File: config.mk
export PLATFORM = sky130hd
export DESIGN_NAME = csi2_pkt_handler_mw
export DESIGN_NICKNAME = d
export VERILOG_FILES = /design/src/rtl/csi2_pkg.sv /design/src/rtl/csi2_crc16_bytes.sv /design/src/rtl/csi2_pkt_handler_mw.sv
export SDC_FILE = /design/constraint.sdc
export NUM_CORES = 1
export LEC_CHECK = 0
export CORE_UTILIZATION = 29
export CTS_CLUSTER_SIZE = 25
export DETAILED_ROUTE_END_ITERATION = 10
export PLACE_DENSITY = 0.55
export SLEW_MARGIN = 20
export SYNTH_ARGS = -nofsm -noshare
export SYNTH_HDL_FRONTEND = slang
export SYNTH_HIERARCHICAL = 1
export SYNTH_SLANG_ARGS = --single-unit
File: constraint.sdc
create_clock -name clk_i -period 4.4 [get_ports clk_i]
set_input_delay 0.88 -clock clk_i [delete_from_list [all_inputs] [get_ports clk_i]]
set_output_delay 0.88 -clock clk_i [all_outputs]
set_load 0.03 [all_outputs]
File: src/rtl/csi2_pkg.sv
// csi2_pkg: shared CSI-2 header layout, FSM states and CRC-16 constants.
package csi2_pkg;
  localparam logic [5:0] DT_LONG_MIN = 6'h10;
  localparam logic [15:0] CRC_INIT = 16'hFFFF;
  localparam logic [15:0] CRC_POLY = 16'h8408;
  typedef struct packed {
    logic [1:0] vc;
    logic [5:0] dt;
    logic [15:0] wc;
    logic [7:0] ecc;
  } csi2_hdr_t;
  typedef enum logic [1:0] {IDLE, PAYLOAD, CRC, DROP} state_t;
endpackage

File: src/rtl/csi2_crc16_bytes.sv
// csi2_crc16_bytes: reflected CRC-16 update over up to BYTES byte-enabled bytes (present only with CSI2_PKT_CRC_EN).
`ifdef CSI2_PKT_CRC_EN
module csi2_crc16_bytes
  import csi2_pkg::*;
#(
  parameter int BYTES = 4
) (
  input  logic [15:0]        crc_in,
  input  logic [8*BYTES-1:0] data,
  input  logic [BYTES-1:0]   be,
  output logic [15:0]        crc
);
  always_comb begin
    crc = crc_in;
    for (int b = 0; b < BYTES; b++)
      if (be[b]) begin
        crc = crc ^ {8'h00, data[8*b +: 8]};
        for (int k = 0; k < 8; k++) crc = crc[0] ? ((crc >> 1) ^ CRC_POLY) : (crc >> 1);
      end
  end
endmodule
`endif

File: src/rtl/csi2_pkt_handler_mw.sv
// csi2_pkt_handler_mw: CSI-2 header decode, short/long split, payload streaming with byte enables and VC filter.
// Define CSI2_PKT_CRC_EN to check the payload CRC-16; otherwise CRC bytes are only counted.
module csi2_pkt_handler_mw
  import csi2_pkg::*;
#(
  parameter int DATA_W = 32,
  parameter logic [3:0] VC_MASK = 4'hF
) (
  input  logic                clk_i,
  input  logic                rst_n_i,
  input  logic                sync_i,
  input  logic                valid_i,
  input  logic [DATA_W-1:0]   data_i,
  input  logic                error_i,
  input  logic                error_corrected_i,
  output logic                short_pkt_valid_o,
  output logic [1:0]          short_pkt_v_channel_o,
  output logic [5:0]          short_pkt_data_type_o,
  output logic [15:0]         short_pkt_data_field_o,
  output logic                long_pkt_header_valid_o,
  output logic [1:0]          long_pkt_v_channel_o,
  output logic [5:0]          long_pkt_data_type_o,
  output logic [15:0]         long_pkt_word_cnt_o,
  output logic [DATA_W-1:0]   long_pkt_payload_o,
  output logic                long_pkt_payload_valid_o,
  output logic [DATA_W/8-1:0] long_pkt_payload_be_o,
  output logic                long_pkt_payload_last_o,
  output logic                pkt_done_o,
  output logic                hdr_err_o,
  output logic                crc_err_o
);
  localparam int BYTES = DATA_W / 8;
  state_t state, st, nxt;
  csi2_hdr_t hdr;
  logic [16:0] rem, rem_in, rem_nx, avail, p, left, c, crc_in, crc_nx;
  logic [1:0] crc_left;
  logic [2:0] hoff;
  logic [DATA_W-1:0] pl;
  logic [BYTES-1:0] pbe;
  logic bad, hdr_go, short_go, long_hdr, long_go, fin, vc_ok, vc_en, pay_go, unused_ecc;
  assign unused_ecc = ^hdr.ecc;
  // Each word is split into payload bytes first, then CRC bytes; in IDLE only bytes above the header count.
  always_comb begin
    st = (sync_i && state != IDLE) ? IDLE : state;
    hdr = csi2_hdr_t'(data_i[31:0]);
    bad = error_i && !error_corrected_i;
    hdr_go = valid_i && st == IDLE;
    short_go = hdr_go && !bad && hdr.dt < DT_LONG_MIN;
    long_hdr = hdr_go && !bad && hdr.dt >= DT_LONG_MIN;
    long_go = long_hdr || (valid_i && (st == PAYLOAD || st == CRC));
    hoff = (st == IDLE) ? 3'd4 : 3'd0;
    avail = 17'(BYTES) - {14'd0, hoff};
    rem_in = (st == IDLE) ? {1'b0, hdr.wc} : (st == PAYLOAD) ? rem : 17'd0;
    crc_in = (st == CRC) ? {15'd0, crc_left} : 17'd2;
    p = (rem_in > avail) ? avail : rem_in;
    left = avail - p;
    c = (crc_in > left) ? left : crc_in;
    rem_nx = rem_in - p;
    crc_nx = crc_in - c;
    fin = long_go && rem_nx == 17'd0 && crc_nx == 17'd0;
    vc_ok = (st == IDLE) ? VC_MASK[hdr.vc] : vc_en;
    pay_go = long_go && p != 17'd0 && vc_ok;
    pl = data_i >> {hoff, 3'b000};
    pbe = BYTES'((17'd1 << p) - 17'd1);
    nxt = (!valid_i || st == DROP) ? st : (hdr_go && bad) ? DROP : (short_go || fin) ? IDLE :
          (rem_nx != 17'd0) ? PAYLOAD : CRC;
  end
`ifdef CSI2_PKT_CRC_EN
  logic [15:0] crc_q, crc_cur, crc_upd, rx_crc, rx_full;
  assign crc_cur = (st == IDLE) ? CRC_INIT : crc_q;
  csi2_crc16_bytes #(.BYTES(BYTES)) u_crc (.crc_in(crc_cur), .data(pl), .be(pbe), .crc(crc_upd));
  // Received CRC may straddle two words; merge bytes present now with those captured earlier.
  always_comb begin
    rx_full = rx_crc;
    for (int i = 0; i < 2; i++)
      if (i >= 2 - int'(crc_in) && i < 2 - int'(crc_in) + int'(c))
        rx_full[8*i +: 8] = 8'(data_i >> (8 * (int'(hoff) + int'(p) + i + int'(crc_in) - 2)));
  end
  always_ff @(posedge clk_i or negedge rst_n_i) begin
    if (!rst_n_i) begin
      crc_q <= CRC_INIT;
      rx_crc <= '0;
    end else if (long_go) begin
      crc_q <= crc_upd;
      rx_crc <= rx_full;
    end
  end
`endif
  always_ff @(posedge clk_i or negedge rst_n_i) begin
    if (!rst_n_i) begin
      state <= IDLE;
      rem <= '0;
      crc_left <= '0;
      vc_en <= 1'b0;
      short_pkt_valid_o <= 1'b0;
      short_pkt_v_channel_o <= '0;
      short_pkt_data_type_o <= '0;
      short_pkt_data_field_o <= '0;
      long_pkt_header_valid_o <= 1'b0;
      long_pkt_v_channel_o <= '0;
      long_pkt_data_type_o <= '0;
      long_pkt_word_cnt_o <= '0;
      long_pkt_payload_o <= '0;
      long_pkt_payload_valid_o <= 1'b0;
      long_pkt_payload_be_o <= '0;
      long_pkt_payload_last_o <= 1'b0;
      pkt_done_o <= 1'b0;
      hdr_err_o <= 1'b0;
      crc_err_o <= 1'b0;
    end else begin
      state <= nxt;
      if (long_go) begin
        rem <= rem_nx;
        crc_left <= 2'(crc_nx);
      end
      if (long_hdr) vc_en <= VC_MASK[hdr.vc];
      short_pkt_valid_o <= short_go && VC_MASK[hdr.vc];
      if (short_go) begin
        short_pkt_v_channel_o <= hdr.vc;
        short_pkt_data_type_o <= hdr.dt;
        short_pkt_data_field_o <= hdr.wc;
      end
      long_pkt_header_valid_o <= long_hdr && VC_MASK[hdr.vc];
      if (long_hdr) begin
        long_pkt_v_channel_o <= hdr.vc;
        long_pkt_data_type_o <= hdr.dt;
        long_pkt_word_cnt_o <= hdr.wc;
      end
      long_pkt_payload_o <= pl;
      long_pkt_payload_valid_o <= pay_go;
      long_pkt_payload_be_o <= pay_go ? pbe : '0;
      long_pkt_payload_last_o <= pay_go && rem_nx == 17'd0;
      pkt_done_o <= short_go || fin;
      hdr_err_o <= hdr_go && bad;
`ifdef CSI2_PKT_CRC_EN
      crc_err_o <= fin && crc_upd != rx_full;
`else
      crc_err_o <= 1'b0;
`endif
    end
  end
endmodule

# After elaboration in Yosys (flattened, before gate mapping)
# Index checks and enable logic that the tools add are counted.
# totals
elab_cells	76
out_inout_bits	91
reg_bits	112
# classes
n_reduce_logical	28
shifts	2
muxes	15
n_addsub	5
eq_ne	3
magnitude_cmp	5
# op_table
op	n
17-bit 2-to-1 mux	4
17-bit zero test	2
17-bit nonzero test	2
17-bit subtractor	2
32-bit by 6-bit >> shifter with 32-bit output	1
17-bit > comparator	1
2-bit by 17-bit > comparator with 1-bit output	1
1-bit by 17-bit << shifter with 4-bit output, first input constant	1
2-bit by 17-bit subtractor with 17-bit output	1
1-bit logical AND	15
2-bit 2-to-1 mux	6
6-bit by 5-bit greater-or-equal comparator with 1-bit output, second input constant	1
6-bit by 5-bit less-than comparator with 1-bit output, second input constant	1
2-bit == test, second input constant	2
1-bit logical OR	4
4-bit 2-to-1 mux	1
3-bit by 3-bit subtractor with 4-bit output, first input constant	1
4-bit by 1-bit subtractor with 4-bit output, second input constant	1
1-bit zero test	3
2-bit by 3-bit less-than comparator with 1-bit output, second input constant	1
3-bit 2-to-1 mux	1
1-bit binary-select mux with 2-bit select	1
2-bit by 1-bit == test with 1-bit output, second input constant	1
2-bit zero test	1
2 further kinds	3

# Longest topological paths before layout
# Gate-level depths: netlist of the first run.
# depth
word_depth	18
depth_mapped	24

# Worst setup path after synthesis of the first run
# OpenSTA, ideal clock, no wires.
# synth_timing
path_kind	in2reg
from	input sync_i
to	register pkt_done_o
n_path_buf	2
stages	21
setup_slack_ns	-1.128
arrival_time_ns	5.433
path_cell_list	nand2b_1 inv_1 ha_1 buf_6 clkbuf_1 nand2_1 o21a_1 ha_1 a31oi_1 nand2b_1 mux2i_1 ha_1 nor2_1 nand2_1 a221oi_1 mux2i_1 ha_1 fa_1 nand2_1 or4_1 o31ai_1
# synth_between
elab_chain_cells	14
# synth_rtl
element	line	text
start, declared	csi2_pkt_handler_mw.sv:11	input logic sync_i,
1-bit logical AND (*)	csi2_pkt_handler_mw.sv:44	st = (sync_i && state != IDLE) ? IDLE : state;
2-bit 2-to-1 mux (*)	csi2_pkt_handler_mw.sv:44	
2-bit zero test / 2-bit by 1-bit == test with 1-bit output (equally long branches)	-	
3-bit 2-to-1 mux / 17-bit 2-to-1 mux (equally long branches)	csi2_pkt_handler_mw.sv:51, csi2_pkt_handler_mw.sv:53	
3-bit by 3-bit subtractor with 4-bit output / 17-bit 2-to-1 mux (equally long branches)	csi2_pkt_handler_mw.sv:52, csi2_pkt_handler_mw.sv:53	
17-bit > comparator	csi2_pkt_handler_mw.sv:55	p = (rem_in > avail) ? avail : rem_in;
17-bit 2-to-1 mux	csi2_pkt_handler_mw.sv:55	
17-bit subtractor	csi2_pkt_handler_mw.sv:56	left = avail - p;
2-bit by 17-bit > comparator with 1-bit output	csi2_pkt_handler_mw.sv:57	c = (crc_in > left) ? left : crc_in;
17-bit 2-to-1 mux	csi2_pkt_handler_mw.sv:57	
2-bit by 17-bit subtractor with 17-bit output	csi2_pkt_handler_mw.sv:59	crc_nx = crc_in - c;
17-bit zero test	csi2_pkt_handler_mw.sv:60	fin = long_go && rem_nx == 17'd0 && crc_nx == 17'd0;
1-bit logical AND	csi2_pkt_handler_mw.sv:60	
1-bit logical OR (*)	csi2_pkt_handler_mw.sv:133	pkt_done_o <= short_go || fin;
end signal, assigned	csi2_pkt_handler_mw.sv:133	
end, declared	csi2_pkt_handler_mw.sv:28	output logic pkt_done_o,
# Mark *: on every way between the ends. The rest lies on a longest branch, timed or not.
# A chain may end at the register's enable or synchronous reset.

# Worst setup path after layout of the first run
# Same ends and word-level chain as after synthesis.

==> results of run 1 <==
layer usage:
metal | up-vias | wire length, um
met5 | - | 0
met4 | 0 | 149
met2 | 138 | 7306
met3 | 12 | 895
li1 | 2160 | -
met1 | 2172 | 7108
path summary, 6_finish.rpt:
| check | slack (ns) | depth (start not counted) | to | start |
|---|---|---|---|---|
| hold reg to reg | 0.47 | 1 | vc_en$_DFFE_PN0P_ | vc_en$_DFFE_PN0P_ |
| setup reg to reg | 0.11 | 19 | pkt_done_o$_DFF_PN0_ | state[0]$_DFF_PN0_ |
| hold / removal | 0.47 | 1 | vc_en$_DFFE_PN0P_ | vc_en$_DFFE_PN0P_ |
| min in group asynchronous | 0.65 | 1 | long_pkt_payload_o[29]$_DFF_PN0_ | rst_n_i |
| setup / recovery | -0.20 | 20 | pkt_done_o$_DFF_PN0_ | sync_i |
| max in group asynchronous | 2.96 | 2 | rem[15]$_DFFE_PN0P_ | rst_n_i |
Yosys cell counts (5+ instances only):
library cell / n
nand2_1: 120
dfrtp_1: 112
nor2b_1: 35
nor2_1: 33
mux2_2: 23
o21ai_0: 23
a21oi_1: 20
ha_1: 14
xnor2_1: 14
clkbuf_1: 13
inv_1: 10
nand3_1: 6
nor3_1: 6
o21ai_1: 6
nand2b_1: 5
nor3_2: 5
power by group through the flow:
| stage | clock, uW | combinational (uW) | sequential, uW |
|---|---|---|---|
| after detailed placement | 0 | 1220 | 1350 |
| final | 839 | 1270 | 1340 |
| after CTS | 868 | 1240 | 1340 |
| after global routing | 907 | 1360 | 1360 |
| after global placement | 0 | 1210 | 1350 |
| after floorplan | 0 | 428 | 1590 |
per-stage QoR:
step / cells / worst slack, ns / hold WS, ns
2_1_floorplan: 522 / -0.5307 / 0.4337
3_3_place_gp: 929 / -0.9467 / 0.4513
3_5_place_dp: 929 / -1.078 / 0.4581
4_1_cts: 948 / -0.3324 / 0.4774
5_1_grt: 961 / -0.3542 / 0.4797
6_report: 961 / -0.1993 / 0.4728
area by class of cell:
class	instances	area, um^2	share of cell area
Inverter	11	48.80	0.006105
Clock buffer	9	225.2	0.02818
Tap cell	225	281.5	0.03522
Multi-Input combinational cell	377	2567	0.3212
Timing Repair Buffer	221	1997	0.2498
Clock inverter	6	70.07	0.008766
Sequential cell	112	2803	0.3507
state kept, by name, indices dropped and copies added (netlist names):
name	count
vc_en	1
long_pkt_header_valid_o	1
long_pkt_payload_o	32
long_pkt_payload_be_o	4
short_pkt_data_type_o	6
state	2
long_pkt_word_cnt_o	16
short_pkt_v_channel_o	2
crc_left	2
short_pkt_data_field_o	16
long_pkt_data_type_o	6
long_pkt_payload_valid_o	1
hdr_err_o	1
long_pkt_payload_last_o	1
long_pkt_v_channel_o	2
pkt_done_o	1
short_pkt_valid_o	1
rem	17
logic make-up after synthesis:
logic type | count (synthesis) | synth area share
AOI/OAI and AO/OA | 81 | 0.09996
xor gates and xnor gates | 18 | 0.02991
adders and majority gates | 15 | 0.03704
buffers and inverters | 33 | 0.02754
DFF | 112 | 0.5318
muxes | 27 | 0.05674
other | 2 | 0.001425
and+or+nand+nor | 234 | 0.2156
layout by cell type, fill, tap and decap left out, types with 5 or more instances in the layout:
master	n
inv_1	7
buf_4	91
ha_4	5
nand3_1	5
ha_1	7
mux2_2	23
nor2b_1	34
xnor2_1	13
a21oi_1	18
nor2_1	32
nand2_1	119
o21ai_0	22
dfrtp_1	112
clkdlybuf4s50_1	120
nor3_1	5
clkbuf_16	9
repair_timing:
action	CTS	global route
pin swaps	13	12
setup endpoints to repair	11	4
resized for setup	22	18
hold buffers	0	0
buffers inserted	4	13
==> flow_summary_export.csv, run 1 <==
group,metric,value,unit
setup_path,slowest_stage,"fa_1",
power_and_ir_drop,power.total,3441,uW
cts,tritoncts,"done",
layout,fillCellCount,1668,
setup_path,cp_max_fo,6,
setup_path,path_class,"input pin to flip-flop",
global_route,met3_usage,0.03593,
setup_path,critPathTopFamily,"simple AND/OR/NAND/NOR gates",
logic_synthesis,synthArstFlopShare,1.000,
setup_path,critPathBufInv,3,
layout,final_core_util,0.4558,
timing,worst_slack,-0.1993,ns
floorplan,initial_core_util,0.3005,
logic_synthesis,yosysUniqueCellTypes,60,
timing,worstMarginPinSlew,0.8991,ns
floorplan,rows,48,
logic_synthesis,synthFlopType,"dfrtp_1",
cts,clock_sinks,112,
floorplan,die_y,136.8,um
layout,area_delta_synth_final,51.66,%
run_status,status,"finished, violations left",
logic_synthesis,syn_nets,575,
detailed_routing,drc,0,
detailed_routing,initialDrtViolationCount,269,
timing,setup_viol,3,
power_and_ir_drop,p_leak,0.003550,uW
global_route,grt_pass1_wl,24410,um
detailed_routing,wl_per_cell,16.09,um
detailed_routing,final_antenna_net_count,0,
timing,final_hold_viol_count,0,
floorplan,die-area,0.01872,mm^2
setup_path,worst_path_largest_cell_delay,0.50,ns
run_status,violations,"setup timing",
layout,finalNetCount,785,
placement,place_congestion,0.8839,
cts,cts_buffer_depth,2,
logic_synthesis,syn-cell-area,0.005270,mm^2
logic_synthesis,synth_edf_count,0,
cts,cts_inserted_buffers,9,
power_and_ir_drop,netSwitchingPower,1211,uW
detailed_routing,via_per_inst,4.664,
timing,tns,-0.4442,ns
timing,rsz0062_at_grt,"yes",
logic_synthesis,ys_seq_area_frac,0.5318,
global_route,use_met2,0.2789,
logic_synthesis,synth_top_cell_area_share,0.5318,
power_and_ir_drop,ir_drop,0.2593,mV
cts,path_clk_slew,0.08,ns
min_path,hp-class,"flip-flop to flip-flop",
power_and_ir_drop,clockPowerShare,0.244,
logic_synthesis,synth.area.top_cells,"dfrtp_1, nand2_1, mux2_2",
logic_synthesis,yosys_warnings,6,
placement,dpl_cell_area,0.007436,mm^2
setup_path,worstPathRequired,4.67,ns
floorplan,core_area,0.01754,mm^2
cts,ctsRootBufferMaster,"clkbuf_16",
logic_synthesis,ys_ff_latch,112,
global_route,use_met1,0.2334,
run,cap_violations,0,
global_route,grt_pass1_vias,4528,
power_and_ir_drop,power.internal,2229,uW
layout,finalInstanceArea,0.007993,mm^2
detailed_routing,postRouteWirelength,15460,um
floorplan,ios,129,
detailed_routing,vias,4482,
global_route,busiest_layer,"met2",
logic_synthesis,syn_inst,522,
layout,drive_gt1_frac,0.2500,
timing,slew_violations,0,
setup_path,end_kind,"flip-flop",
power_and_ir_drop,power_density,430.5,mW/mm^2
layout,num_antenna_cells,0,
power_and_ir_drop,switching_share,0.3521,
power_and_ir_drop,p_seq_frac,0.388,
placement,portBuffers,127,
timing,fin_skew,0.009612,ns
global_route,overflow,0,
logic_synthesis,synth_top_cell_by_area,"dfrtp_1",
global_route,antenna_found_initial,0,
setup_path,crit_chain,"buf_6 > nand2b_4 > ha_4 > buf_4 > buf_4 > nand3b_1 > and2_4 > a31oi_2 > nand2b_4 > mux2i_4 > ha_4 > nor2_1 > nand2_1 > a221oi_4 > mux2i_1 > ha_2 > fa_1 > nand2_1 > or4_4 > o31ai_4",
detailed_routing,first_pass_iters,4,
timing,maxSlewHeadroom,0.4006,
power_and_ir_drop,combPwrFrac,0.368,
timing,period_needed,4.599,ns
global_route,gr-usage-all-layers,0.1713,
cts,htreeDepth,3,
floorplan,die_w,136.8,um
global_route,grt_max_degree,69,
placement,dp_hpwl,11390,um
timing,min_period_over_period,1.045,
logic_synthesis,avgSynthCellArea,10.10,um^2
cts,clkLatencyLatePin,0.36,ns
setup_path,arrival,4.87,ns
timing,max_freq,217.4,MHz
setup_path,critPathLaunchType,"input pin",
Note: power is estimated with default switching activity, not from simulation.
==> inputs of run 2 (changes only) <==
Settings changed: ABC_CLOCK_PERIOD_IN_PS set to 4400, PLACE_DENSITY 0.55 to not set.
==> flow_summary_export.csv, run 2 (synthesized netlist as in run 1, its figures left out) <==
group,metric,value,unit
run_status,status,"finished, violations left",
run_status,violations,"setup timing",
cts,path_clk_slew,0.07,ns
timing,worstMarginPinSlew,0.7649,ns
global_route,busiest_layer,"met2",
floorplan,initial_core_util,0.3005,
floorplan,die_w,136.8,um
min_path,min-delay-start,"short_pkt_data_field_o[11]$_DFFE_PN0P_",
min_path,hp-class,"flip-flop to flip-flop",
global_route,antenna_found_initial,0,
placement,place_congestion,0.9303,
layout,final_core_util,0.4623,
cts,htreeDepth,3,
timing,worst_hold_slack,0.4745,ns
min_path,holdPathEnd,"short_pkt_data_field_o[11]$_DFFE_PN0P_",
cts,cts_hold_buffers,0,
cts,cts_inserted_buffers,9,
detailed_routing,final_antenna_net_count,0,
power_and_ir_drop,netSwitchingPower,1212,uW
setup_path,reg2reg_to,"state[1]$_DFF_PN0_",
global_route,grt_max_degree,57,
cts,clkLatencyLatePin,0.36,ns
setup_path,crit_chain,"buf_6 > nand2b_4 > ha_4 > buf_12 > buf_4 > nand3b_1 > and2_4 > a31oi_4 > nand2b_4 > mux2i_4 > ha_4 > nor2_2 > nand2_2 > a221oi_4 > mux2i_1 > ha_2 > fa_1 > nand2_1 > or4_4 > nand3_2 > o31ai_2",
global_route,grt_pass1_wl,25230,um
global_route,grt_pass1_vias,4618,
floorplan,core_area,0.01754,mm^2
setup_path,cp_max_fo,9,
setup_path,critPathTopFamily,"simple AND/OR/NAND/NOR gates",
layout,top_regs,"long_pkt_payload_o: 32 flops, rem: 17 flops",
power_and_ir_drop,p_seq_frac,0.384,
timing,setup_viol,3,
setup_path,worst-r2r-cell-count,23,
global_route,use_met1,0.2309,
timing,min_period_over_period,1.045,
layout,top_register,"long_pkt_payload_o",
layout,largest_register_ffs,32,
power_and_ir_drop,ir_drop,0.2387,mV
setup_path,path_class,"input pin to flip-flop",
timing,final_hold_viol_count,0,
detailed_routing,via_per_inst,4.704,
power_and_ir_drop,p_leak,0.003604,uW
layout,fillCellCount,1663,
cts,clock_sinks,112,
placement,dp_hpwl,11740,um
global_route,gr-usage-all-layers,0.1772,
setup_path,arrival,4.83,ns
setup_path,critPathLaunchType,"input pin",
layout,final_common_cell,"clkdlybuf4s50_1",
detailed_routing,drc,0,
layout,num_antenna_cells,0,
timing,maxSlewHeadroom,0.4901,
floorplan,rows,48,
global_route,met3_usage,0.04000,
layout,area_delta_synth_final,53.82,%
setup_path,worstPathRequired,4.63,ns
setup_path,worst-r2r-setup-slack,0.07,ns
power_and_ir_drop,clockPowerShare,0.243,
floorplan,die-area,0.01872,mm^2
cts,tritoncts,"done",
timing,max_freq,217.6,MHz
timing,rsz0062_at_grt,"yes",
global_route,overflow,0,
run,cap_violations,0,
min_path,hold_depth,2,
detailed_routing,initialDrtViolationCount,200,
layout,drive_gt1_frac,0.2668,
global_route,use_met2,0.2986,
layout,layout_common_cells,"clkdlybuf4s50_1, nand2_1, dfrtp_1",
setup_path,slowest_stage,"fa_1",
setup_path,worst_path_largest_cell_delay,0.51,ns
layout,finalNetCount,794,
power_and_ir_drop,switching_share,0.3481,
setup_path,end_kind,"flip-flop",
floorplan,die_y,136.8,um
setup_path,r2r-start,"state[0]$_DFF_PN0_",
setup_path,critPathBufInv,3,
power_and_ir_drop,combPwrFrac,0.373,
power_and_ir_drop,power.internal,2270,uW
placement,portBuffers,127,
timing,fin_skew,0.01335,ns
detailed_routing,first_pass_iters,4,
timing,worst_slack,-0.1961,ns
detailed_routing,postRouteWirelength,15940,um
floorplan,ios,129,
power_and_ir_drop,power_density,429.6,mW/mm^2
timing,slew_violations,0,
timing,period_needed,4.596,ns
cts,ctsRootBufferMaster,"clkbuf_16",
detailed_routing,vias,4568,
cts,cts_buffer_depth,2,
detailed_routing,wl_per_cell,16.41,um
[run 2: metal layers]
layer,part of all wire,vias to the layer above,wire [um]
met3,0.048,10,768
met5,0,-,0
li1,-,2187,-
met2,0.49,111,7797
met1,0.45,2260,7236
met4,0.0083,0,132
[run 2: how the worst max path moves through the flow]
stage | slack [ns] | startpoint | end | cells past startpoint
finish | -0.20 | sync_i | state[1]$_DFF_PN0_ | 21
global route | -0.36 | sync_i | state[1]$_DFF_PN0_ | 21
floorplan | -0.53 | sync_i | pkt_done_o$_DFF_PN0_ | 21
detailed placement | -1.08 | sync_i | pkt_done_o$_DFF_PN0_ | 22
CTS | -0.31 | sync_i | pkt_done_o$_DFF_PN0_ | 22
global placement | -0.95 | sync_i | pkt_done_o$_DFF_PN0_ | 22
[run 2: final cells by class]
cell class	count	area [um^2]	share of cell area
Inverter	11	53.80	0.006637
Sequential cell	112	2803	0.3457
Timing Repair Buffer	230	2061	0.2542
Tap cell	225	281.5	0.03473
Clock inverter	5	63.81	0.007872
Multi-Input combinational cell	377	2601	0.3209
Clock buffer	11	242.7	0.02994
[run 2: power by group through the flow]
stage | Sequential, uW | Clock (uW) | Combinational (uW)
floorplan | 1590 | 0 | 428
global placement | 1350 | 0 | 1210
detailed placement | 1360 | 0 | 1230
CTS | 1340 | 880 | 1280
global route | 1360 | 917 | 1400
finish | 1340 | 847 | 1300
[run 2: timing repair]
| action | CTS | global route |
|---|---|---|
| setup endpoints to repair | 10 | 7 |
| setup buffers | 18 | 5 |
| pin swaps | 20 | 16 |
| hold endpoints to repair | 0 | 0 |
| resized for setup | 35 | 14 |
[run 2: through the flow]
step	setup slack [ns]	cell area (um^2)	TNS, ns	instances	power (uW)
finish	-0.1961	8107	-0.4724	971	3482
global route	-0.3631	8107	-1.004	971	3678
CTS	-0.3059	8014	-0.6297	966	3500
detailed placement	-1.084	7458	-8.946	932	2584
global placement	-0.9502	7458	-7.017	932	2566
floorplan	-0.5307	5414	-1.398	522	2014
[run 2: tightest hold or removal path: cells and delay by family (launching register included)]
family | cells | cell delay (ns)
simple gates | 2 | 0.10
flops | 1 | 0.34
==> inputs of run 3 (changes only) <==
Settings changed: CAP_MARGIN set to 25.
==> results of run 3 <==
The final DEF is identical to that of run 2; final timing and power are the same.
